[config.mk]
export PLATFORM = sky130hd
export DESIGN_NAME = vc_head_flit_queue
export DESIGN_NICKNAME = d
export VERILOG_FILES = /design/src/rtl/noc_hfq_pkg.sv /design/src/rtl/hfq_lane.sv /design/src/rtl/vc_head_flit_queue.sv
export SDC_FILE = /design/constraint.sdc
export NUM_CORES = 1
export LEC_CHECK = 0
export ABC_AREA = 1
export BUFFER_PORTS_ARGS = -buffer_cell sky130_fd_sc_hd__buf_4
export CORE_MARGIN = 1
export CORE_UTILIZATION = 55
export CTS_BUF_LIST = sky130_fd_sc_hd__clkbuf_4 sky130_fd_sc_hd__clkbuf_8 sky130_fd_sc_hd__clkbuf_16
export DETAILED_ROUTE_END_ITERATION = 16
export GPL_TIMING_DRIVEN = 0
export PLACE_DENSITY = 0.72
export SYNTH_ARGS = -nofsm -noshare
export SYNTH_HDL_FRONTEND = slang
export SYNTH_SLANG_ARGS = --single-unit
[constraint.sdc]
create_clock -name clk -period 5.7 [get_ports clk]
set_input_delay 1.14 -clock clk [delete_from_list [all_inputs] [get_ports clk]]
set_output_delay 1.14 -clock clk [all_outputs]
set_load 0.01 [all_outputs]
[src/rtl/noc_hfq_pkg.sv]
// Shared types and helpers for the multi-VC head-flit queue.
package noc_hfq_pkg;

    localparam int unsigned HFQ_REQ_W = 2;

    typedef logic [HFQ_REQ_W-1:0] route_req_t;

    typedef enum logic [2:0] {
        IDLE,
        DECODE,
        WAIT,
        REQUEST,
        HOLD
    } hfq_state_e;

    // Width of a VC index; a single VC still needs one bit.
    function automatic int unsigned vcWidth(input int unsigned vc);
        return (vc > 1) ? $clog2(vc) : 1;
    endfunction

endpackage

[src/rtl/hfq_lane.sv]
// One VC lane: circular head-flit queue, decode/route FSM and route latch.
module hfq_lane
    import noc_hfq_pkg::*;
#(
    parameter int unsigned DATA_WIDTH    = 8,
    parameter int unsigned HFB_DEPTH     = 4,
    parameter int unsigned REQUEST_WIDTH = 2
) (
    input  logic                     clk,
    input  logic                     rst,
    input  logic                     pushEn,
    input  logic [DATA_WIDTH-1:0]    pushFlit,
    input  logic                     reqAccept,
    input  logic                     rspHit,
    input  logic                     rspDrop,
    input  logic [REQUEST_WIDTH-1:0] rspRoute,
    input  logic                     routeGrant,
    input  logic                     routeRelease,
    output logic [DATA_WIDTH-1:0]    headFlit,
    output logic                     isDecode,
    output logic                     isWait,
    output logic                     full,
    output logic                     empty,
    output logic                     overflow,
    output logic                     routeReqValid,
    output logic [REQUEST_WIDTH-1:0] routeReq,
    output logic                     routeHeld,
    output logic                     dropPacket
);

    localparam int unsigned CW = $clog2(HFB_DEPTH + 1);
    localparam int unsigned PW = (HFB_DEPTH > 1) ? $clog2(HFB_DEPTH) : 1;

    logic [DATA_WIDTH-1:0]    mem [HFB_DEPTH];
    logic [PW-1:0]            wrPtr;
    logic [PW-1:0]            rdPtr;
    logic [CW-1:0]            count;
    hfq_state_e               state;
    logic [REQUEST_WIDTH-1:0] routeQ;
    logic                     rspTake;
    logic                     pop;
    logic                     pushOk;

    function automatic logic [PW-1:0] incPtr(input logic [PW-1:0] p);
        return (p == PW'(HFB_DEPTH - 1)) ? '0 : PW'(p + 1'b1);
    endfunction

    // A drop response or a switch grant retires the head flit.
    assign rspTake = (state == WAIT) && rspHit;
    assign pop     = (rspTake && rspDrop) || ((state == REQUEST) && routeGrant);
    assign pushOk  = pushEn && ((count < CW'(HFB_DEPTH)) || pop);

    assign headFlit      = mem[rdPtr];
    assign full          = (count == CW'(HFB_DEPTH));
    assign empty         = (count == '0);
    assign isDecode      = (state == DECODE);
    assign isWait        = (state == WAIT);
    assign routeReqValid = (state == REQUEST);
    assign routeHeld     = (state == HOLD);
    assign routeReq      = routeQ;

    // Flit storage, no reset needed.
    always_ff @(posedge clk) begin
        if (pushOk) begin
            mem[wrPtr] <= pushFlit;
        end
    end

    // Queue pointers, occupancy and overflow pulse.
    always_ff @(posedge clk) begin
        if (rst) begin
            wrPtr    <= '0;
            rdPtr    <= '0;
            count    <= '0;
            overflow <= 1'b0;
        end else begin
            overflow <= pushEn && !pushOk;
            if (pushOk) begin
                wrPtr <= incPtr(wrPtr);
            end
            if (pop) begin
                rdPtr <= incPtr(rdPtr);
            end
            if (pushOk && !pop) begin
                count <= CW'(count + 1'b1);
            end else if (!pushOk && pop) begin
                count <= CW'(count - 1'b1);
            end
        end
    end

    // Per-VC decode/request/hold sequencing with registered drop pulse.
    always_ff @(posedge clk) begin
        if (rst) begin
            state      <= IDLE;
            routeQ     <= '0;
            dropPacket <= 1'b0;
        end else begin
            dropPacket <= rspTake && rspDrop;
            case (state)
                IDLE: begin
                    if (count != '0) begin
                        state <= DECODE;
                    end
                end
                DECODE: begin
                    if (reqAccept) begin
                        state <= WAIT;
                    end
                end
                WAIT: begin
                    if (rspTake) begin
                        if (rspDrop) begin
                            state <= IDLE;
                        end else begin
                            routeQ <= rspRoute;
                            state  <= REQUEST;
                        end
                    end
                end
                REQUEST: begin
                    if (routeGrant) begin
                        state <= HOLD;
                    end
                end
                HOLD: begin
                    if (routeRelease) begin
                        state <= IDLE;
                    end
                end
                default: state <= IDLE;
            endcase
        end
    end

endmodule

[src/rtl/vc_head_flit_queue.sv]
// Multi-VC head-flit queue sharing one decoder through a round-robin arbiter.
module vc_head_flit_queue
    import noc_hfq_pkg::*;
#(
    parameter int unsigned DATA_WIDTH    = 8,
    parameter int unsigned VC            = 4,
    parameter int unsigned HFB_DEPTH     = 4,
    parameter int unsigned REQUEST_WIDTH = 2,
    localparam int unsigned VCW          = vcWidth(VC)
) (
    input  logic                        clk,
    input  logic                        rst,
    input  logic                        hf_push_valid,
    input  logic [VCW-1:0]              hf_push_vc,
    input  logic [DATA_WIDTH-1:0]       hf_push_flit,
    output logic [VC-1:0]               hf_full,
    output logic [VC-1:0]               hf_empty,
    output logic                        hf_overflow,
    output logic                        dec_req_valid,
    input  logic                        dec_req_ready,
    output logic [VCW-1:0]              dec_req_vc,
    output logic [DATA_WIDTH-1:0]       dec_req_flit,
    input  logic                        dec_rsp_valid,
    input  logic [VCW-1:0]              dec_rsp_vc,
    input  logic [REQUEST_WIDTH-1:0]    dec_rsp_route,
    input  logic                        dec_rsp_drop,
    output logic [VC-1:0]               route_req_valid,
    output logic [VC*REQUEST_WIDTH-1:0] route_req,
    input  logic [VC-1:0]               route_grant,
    input  logic [VC-1:0]               route_release,
    output logic [VC-1:0]               route_held,
    output logic [VC-1:0]               drop_packet
);

    logic [DATA_WIDTH-1:0] heads [VC];
    logic [VC-1:0]         decodeVec;
    logic [VC-1:0]         waitVec;
    logic [VC-1:0]         overflowVec;
    logic                  reqValidQ;
    logic [VCW-1:0]        reqVcQ;
    logic                  pendQ;
    logic [VCW-1:0]        rrPtr;
    logic                  winFound;
    logic [VCW-1:0]        winVc;
    int unsigned           arbIdx;

    for (genvar v = 0; v < VC; v++) begin : gLane
        hfq_lane #(
            .DATA_WIDTH   (DATA_WIDTH),
            .HFB_DEPTH    (HFB_DEPTH),
            .REQUEST_WIDTH(REQUEST_WIDTH)
        ) uLane (
            .clk          (clk),
            .rst          (rst),
            .pushEn       (hf_push_valid && (hf_push_vc == VCW'(v))),
            .pushFlit     (hf_push_flit),
            .reqAccept    (reqValidQ && dec_req_ready && (reqVcQ == VCW'(v))),
            .rspHit       (dec_rsp_valid && (dec_rsp_vc == VCW'(v))),
            .rspDrop      (dec_rsp_drop),
            .rspRoute     (dec_rsp_route),
            .routeGrant   (route_grant[v]),
            .routeRelease (route_release[v]),
            .headFlit     (heads[v]),
            .isDecode     (decodeVec[v]),
            .isWait       (waitVec[v]),
            .full         (hf_full[v]),
            .empty        (hf_empty[v]),
            .overflow     (overflowVec[v]),
            .routeReqValid(route_req_valid[v]),
            .routeReq     (route_req[v*REQUEST_WIDTH +: REQUEST_WIDTH]),
            .routeHeld    (route_held[v]),
            .dropPacket   (drop_packet[v])
        );
    end

    assign hf_overflow   = |overflowVec;
    assign dec_req_valid = reqValidQ;
    assign dec_req_vc    = reqVcQ;
    assign dec_req_flit  = heads[reqVcQ];

    // Round-robin pick of the first DECODE lane at or after the pointer.
    always_comb begin
        winFound = 1'b0;
        winVc    = '0;
        arbIdx   = 0;
        for (int unsigned i = 0; i < VC; i++) begin
            arbIdx = (int'(rrPtr) + i) % VC;
            if (!winFound && decodeVec[VCW'(arbIdx)]) begin
                winFound = 1'b1;
                winVc    = VCW'(arbIdx);
            end
        end
    end

    // Single outstanding decoder request: issue, hold until ready, wait for response.
    always_ff @(posedge clk) begin
        if (rst) begin
            reqValidQ <= 1'b0;
            reqVcQ    <= '0;
            pendQ     <= 1'b0;
            rrPtr     <= '0;
        end else begin
            if (reqValidQ && dec_req_ready) begin
                reqValidQ <= 1'b0;
                pendQ     <= 1'b1;
                rrPtr     <= (reqVcQ == VCW'(VC - 1)) ? '0 : VCW'(reqVcQ + 1'b1);
            end else if (!reqValidQ && !pendQ && winFound) begin
                reqValidQ <= 1'b1;
                reqVcQ    <= winVc;
            end
            if (pendQ && dec_rsp_valid && waitVec[dec_rsp_vc]) begin
                pendQ <= 1'b0;
            end
        end
    end

endmodule
## Yosys cells after proc, flatten, opt, wreduce, memory -nomap -nowiden

Memory sizes are Yosys's and may differ from the RTL's. A register that Yosys moved wholly into a read port is not among the register bits.
Index checks and enable logic that the tools add are counted.

- Bits in writable memories: 128
- Register bits: 62
- Memories kept: 4

- Reduce and logical (&&, ||, !) cells: 100
- Mux-type cells: 79
- Add/sub/neg operators: 20
- Magnitude comparators: 10
- Bitwise gates (word level): 3
- Eq/ne operators: 57

Memory list:

| memory | depth | bits a word | rd ports | clocked after memory_dff | wr ports | line | text |
|---|---|---|---|---|---|---|---|
| gLane[0].uLane.mem | 4 | 8 | 1 | 1 | 1 | hfq_lane.sv:34 | `logic [DATA_WIDTH-1:0] mem [HFB_DEPTH];` |
| gLane[1].uLane.mem | 4 | 8 | 1 | 1 | 1 | hfq_lane.sv:34 |  |
| gLane[2].uLane.mem | 4 | 8 | 1 | 1 | 1 | hfq_lane.sv:34 |  |
| gLane[3].uLane.mem | 4 | 8 | 1 | 1 | 1 | hfq_lane.sv:34 |  |

Operator list:

| kind | number |
|---|---|
| 3-bit 2-to-1 mux | 28 |
| 3-bit one-hot mux with 5 select lines | 4 |
| 1-bit logical AND | 48 |
| 2-bit 2-to-1 mux | 22 |
| 2-bit == test, second input constant | 14 |
| 3-bit by 2-bit == test with 1-bit output, second input constant | 8 |
| 3-bit == test, second input constant | 8 |
| 3-bit logical NOT | 8 |
| 2-bit != test, second input constant | 12 |
| 2-bit by 1-bit adder with 2-bit output, second input constant | 10 |
| 5-bit AND reduction | 4 |
| 1-bit 2-to-1 mux | 17 |
| 8-bit binary-select mux with 2-bit select | 1 |
| 8-bit 2-to-1 mux | 2 |
| 2-bit by 1-bit != test with 1-bit output, second input constant | 8 |
| 2-bit by 3-bit < comparator with 1-bit output, second input constant | 5 |
| 1-bit logical NOT | 13 |
| 3-bit by 1-bit adder with 3-bit output, second input constant | 4 |
| 3-bit by 1-bit == test with 1-bit output, second input constant | 4 |
| 3-bit < comparator, second input constant | 4 |
| 3-bit AND reduction | 4 |
| 3-bit nonzero test | 4 |
| 3-bit by 1-bit subtractor with 3-bit output, second input constant | 4 |
| 1-bit binary-select mux with 2-bit select | 5 |
| other kinds (11) | 28 |

## Depth between registers and ports, before layout

- Depth in word-level cells: 15
- Mapped depth: 16
- Mapped depth without buffers: 15

## Modules after synthesis

From an unflattened synthesis, not the netlist that was laid out.

- Cell total of the unflattened synthesis: 941
- Area, all modules: 8997.4 sq um

Modules (own cells, without submodules):

| module | area each (sq um) | cells an instance | times used |
|---|---|---|---|
| hfq_lane at gLane[1].uLane ... | 2048.2 | 198 | 2 |
| hfq_lane at gLane[0].uLane ... | 2005.7 | 195 | 2 |
| vc_head_flit_queue | 889.6 | 155 | 1 |

## Worst setup path after synthesis

No wires, ideal clock.

- Kind: input-to-reg
- Start point: input port dec_rsp_vc[1]
- End point: register gLane[1].uLane.count[2]
- Buffers on the path: 0
- Data arrival time: 2887 ps
- Setup slack: 2691 ps
- Stages on the path: 14
- Required time: 5578 ps
- Cell sequence: inv_1 nand3_1 nor3_1 nor2_2 nand2_2 nand2_2 inv_1 ha_1 inv_1 fa_1 a21oi_1 o21ai_0 o21ai_0 a21oi_1

- Longest elaborated chain between the ends: 10
- Elaborated cells on any way between the ends: 13
- Classes of those cells: eq/ne: 1; mux: 1; reduce/logical: 11

RTL lines:

| item | line | text |
|---|---|---|
| from (decl) | vc_head_flit_queue.sv:24 | `input logic [VCW-1:0] dec_rsp_vc,` |
| 2-bit by 1-bit == test with 1-bit output (*) | vc_head_flit_queue.sv:58 | `.rspHit (dec_rsp_valid && (dec_rsp_vc == VCW'(v))),` |
| 1-bit logical AND (*) | vc_head_flit_queue.sv:58 |  |
| 1-bit logical AND (*) | hfq_lane.sv:49 | `assign rspTake = (state == WAIT) && rspHit;` |
| 1-bit logical AND (*) | hfq_lane.sv:50 | `assign pop = (rspTake && rspDrop) \|\| ((state == REQUEST) && routeGrant);` |
| 1-bit logical OR (*) | hfq_lane.sv:50 |  |
| 1-bit logical OR (*) | hfq_lane.sv:51 | `assign pushOk = pushEn && ((count < CW'(HFB_DEPTH)) \|\| pop);` |
| 1-bit logical AND (*) | hfq_lane.sv:51 |  |
| net gLane[1].uLane.pushOk | hfq_lane.sv:42 | `logic pushOk;` |
| 1-bit logical NOT | hfq_lane.sv:86 | `end else if (!pushOk && pop) begin` |
| 1-bit logical AND | hfq_lane.sv:86 |  |
| 2-bit nonzero test (no source line) | - |  |
| to (signal assigned) | hfq_lane.sv:85 | `count <= CW'(count + 1'b1);` |
| to (signal assigned) | hfq_lane.sv:87 | `count <= CW'(count - 1'b1);` |
| to (decl) | hfq_lane.sv:37 | `logic [CW-1:0] count;` |

The timed path passes the listed nets; every way through them passes the cells marked *.
A chain may end at the register's enable or synchronous reset.

## Worst setup path in the final report

- Start point: register reqVcQ[0] (netlist: dec_req_vc[0])
- End point: output port dec_req_flit[5]

- Longest elaborated chain between the ends: 4

RTL lines:

| item | line | text |
|---|---|---|
| from (decl) | vc_head_flit_queue.sv:40 | `logic [VCW-1:0] reqVcQ;` |
| from (signal assigned) | vc_head_flit_queue.sv:109 | `reqVcQ <= winVc;` |
| 2-bit inverter with 3-bit output (not written as such) | vc_head_flit_queue.sv:79 | `assign dec_req_flit = heads[reqVcQ];` |
| 8-bit binary-select mux with 2-bit select | vc_head_flit_queue.sv:79 |  |
| 8-bit 2-to-1 mux (not written as such) (2 in series) | vc_head_flit_queue.sv:79 |  |
| to (decl) | vc_head_flit_queue.sv:22 | `output logic [DATA_WIDTH-1:0] dec_req_flit,` |

Every way passes these cells. The select of a mux whose other input is x is not followed.

==> impl_results.md <==
* Status: completed
* Layout cells sized above 1 at 16.4%
* HP Class: flip-flop to flip-flop
* Clock skew at 0.00794 ns
* Final net count at 1008
* Hold_buf cts at 0
* Fin crit period at 3.47 ns
* Biggest area consumer among synthesized cells: edfxtp_1
* CTS tree: yes
* Max VDD drop at 0.000229 V
* Endpoints failing setup at 0
* Wire length per cell at 16.3 microns
* H-tree level count at 4
* Vias in the first global route at 6081
* DR iter-0 viols at 483
* ANT cells at 0
* GP Congestion at 0.861
* Worst-path clk slew at 0.08 ns
* Post-Syn Instances at 863
* Initial antenna violation count at 0
* Initial core utilization at 56.1%
* Final period util at 60.9%
* Root buffer cell: clkbuf_16
* Post_cts resized at 0
* Net Count, Synth at 923
* IO Pins at 68
* Worst-Skew Late Latency at 0.44 ns
* Post-CTS Setup Inserts at 0
* Top_reg_cell synth: edfxtp_1
* Rows at 46
* Startpoint types: flip-flop
* Longest Clk Path Bufs at 2
* Fmax at 288 MHz
* Area share of the leading cell type in the synthesized netlist at 43.4%
* Slew Viols, Final at 0
* CP Data Required Time at 4.56 ns
* Die Ht at 129 microns
* Clock Sink Count at 198
* LEAKAGE at 0.00400 uW
* Die Footprint at 0.0166 sq mm
* CP max FO at 10
* First-pass GRT wire length at 30300 microns
* Final antenna-violating net count at 0
* Top post-synthesis cells by count: 128 x edfxtp_1, 124 x nor2_1, 108 x o21ai_0
* Drt pass-1 iters at 5
* Largest net degree at the start of global routing at 21
* Core Region at 0.0158 sq mm
* Slew headroom at 45.6%
* Routed wire length at 19200 microns
* Yosys warnings at 0
* Setup repair after global routing missed its margin: no
* Pwr Total at 3990 uW
* Synthesized area at 0.00885 sq mm
* Setup TNS at 0 ns
* Grt ovf at 0
* Die W at 129 microns
* Vias per cell at 5.43
* P&R area growth vs syn at 15.3%
* Sequential share of the synthesized area at 59.3%
* MaxCap Viol Count at 0
* Hold depth at 1
* Mean Syn Cell Area at 10.3 sq um
* Final core utilization at 64.7%
* Power per cell area at 390 mW/mm^2
* Final Hold Fails at 0
* Port Buffers at 66
* Number of synthesized flops with an enable pin at 128
* Gr usage total at 24.4%
* Synth unique cells at 42
* WS Path Type: flip-flop to primary output
* FF-to-FF path depth at 13
* CTS buffer count at 17
* Yosys reg bits at 198
* Total vias in the final route at 6395
* Worst setup EP type: primary output
* DRC Markers at 0
* Most frequent cell after synthesis: edfxtp_1
* Async SR Flop Fraction at 0%
* Data arrival time of the worst path at 2.33 ns
* Dpl hpwl at 13300 microns
* Slew @ Worst Pin at 0.813 ns
* Area contributors post-synth: edfxtp_1 43%, dfxtp_1 16%, o21ai_0 6.1%
critical path, cell delays in order, from the launching register on:
cell and delay (ns):
dfxtp_1 0.48, inv_1 0.13, clkbuf_1 0.47, o221ai_1 0.30, o211ai_1 0.20, nand2_1 0.14, buf_4 0.16
layout make-up:
class,count,area [sq um]
Buffer,42,239
Tap cell,216,270
Fill cell,1295,5560
Sequential cell,198,5250
Clock buffer,18,433
Inverter,99,372
Multi-Input combinational cell,524,3000
Timing Repair Buffer,66,495
Clock inverter,14,159
cell usage in the layout, fill, tap and decap left out, types with 5 or more instances in the layout:
cell type,netlist,routed
inv_2,8,8
nand3_1,28,28
dfxtp_1,70,70
clkbuf_16,0,17
edfxtp_1,128,128
a211oi_1,7,7
buf_4,21,87
a21oi_1,45,45
o221ai_1,18,18
nor2_1,124,124
o211ai_1,15,15
nand4_1,10,10
ha_1,28,28
inv_1,91,91
o22ai_1,15,15
nand2_1,52,52
clkbuf_1,19,19
o21ai_0,108,108
clkinv_4,0,5
nor3_1,21,21
nand3_2,6,6
nand2_2,10,10
layer usage:
layer	wire length, microns	track usage, %	vias to the layer above
met4	586	11.2	0
met2	9040	40.0	203
li1	-	-	3205
met5	0	0	-
met1	8330	30.8	2942
met3	1190	5.49	45
stage by stage:
stage                     cells  worst slack, ns  instance area, sq um  hold slack, ns
after global routing       1177             2.09                 10200           0.506
after floorplan             863             2.69                  8850           0.433
after detailed placement   1145             2.29                  9620           0.461
after CTS                  1177             2.27                 10200           0.472
after global placement     1145             2.34                  9620           0.456
final                      1177             2.23                 10200           0.474
power breakdown:
| part | internal [uW] | leakage (uW) | total [uW] | switching [uW] |
|---|---|---|---|---|
| clock network | 629 | 0.000292 | 1190 | 564 |
| registers | 1620 | 0.00173 | 1720 | 103 |
| logic | 413 | 0.00198 | 1070 | 661 |
| total | 2660 | 0.00400 | 3990 | 1330 |
kinds of logic after synthesis:
kind of cell	Yosys count	share of synthesized area, %
compound gates	224	14.9
flops	198	59.3
fa+ha+maj	32	4.86
xor+xnor	3	0.297
simple gates	265	13.7
buf+inv	141	6.90
sequential cells by signal, indices dropped and copies added, names as in the netlist, 2 cells and up, named ones only:
signal	count
gLane.uLane.mem	128
gLane.uLane.count	12
gLane.uLane.rdPtr	8
gLane.uLane.wrPtr	8
dec_req_vc	2
gLane.uLane.routeReq	8
gLane.uLane.overflow	4
rrPtr	2
gLane.uLane.dropPacket	4
gLane.uLane.state	12
worst paths after layout:
kind / start / end / slack [ns]
max: dec_req_vc[0]$_SDFFE_PP0P_ / dec_req_flit[5] / 2.23
min: pendQ$_SDFFE_PP0P_ / pendQ$_SDFFE_PP0P_ / 0.47
max reg2reg: gLane[3].uLane.state[0]$_SDFFE_PP0P_ / gLane[3].uLane.count[2]$_SDFFE_PP0P_ / 3.18
min reg2reg: pendQ$_SDFFE_PP0P_ / pendQ$_SDFFE_PP0P_ / 0.47
Note: power is estimated with default switching activity, not from simulation.
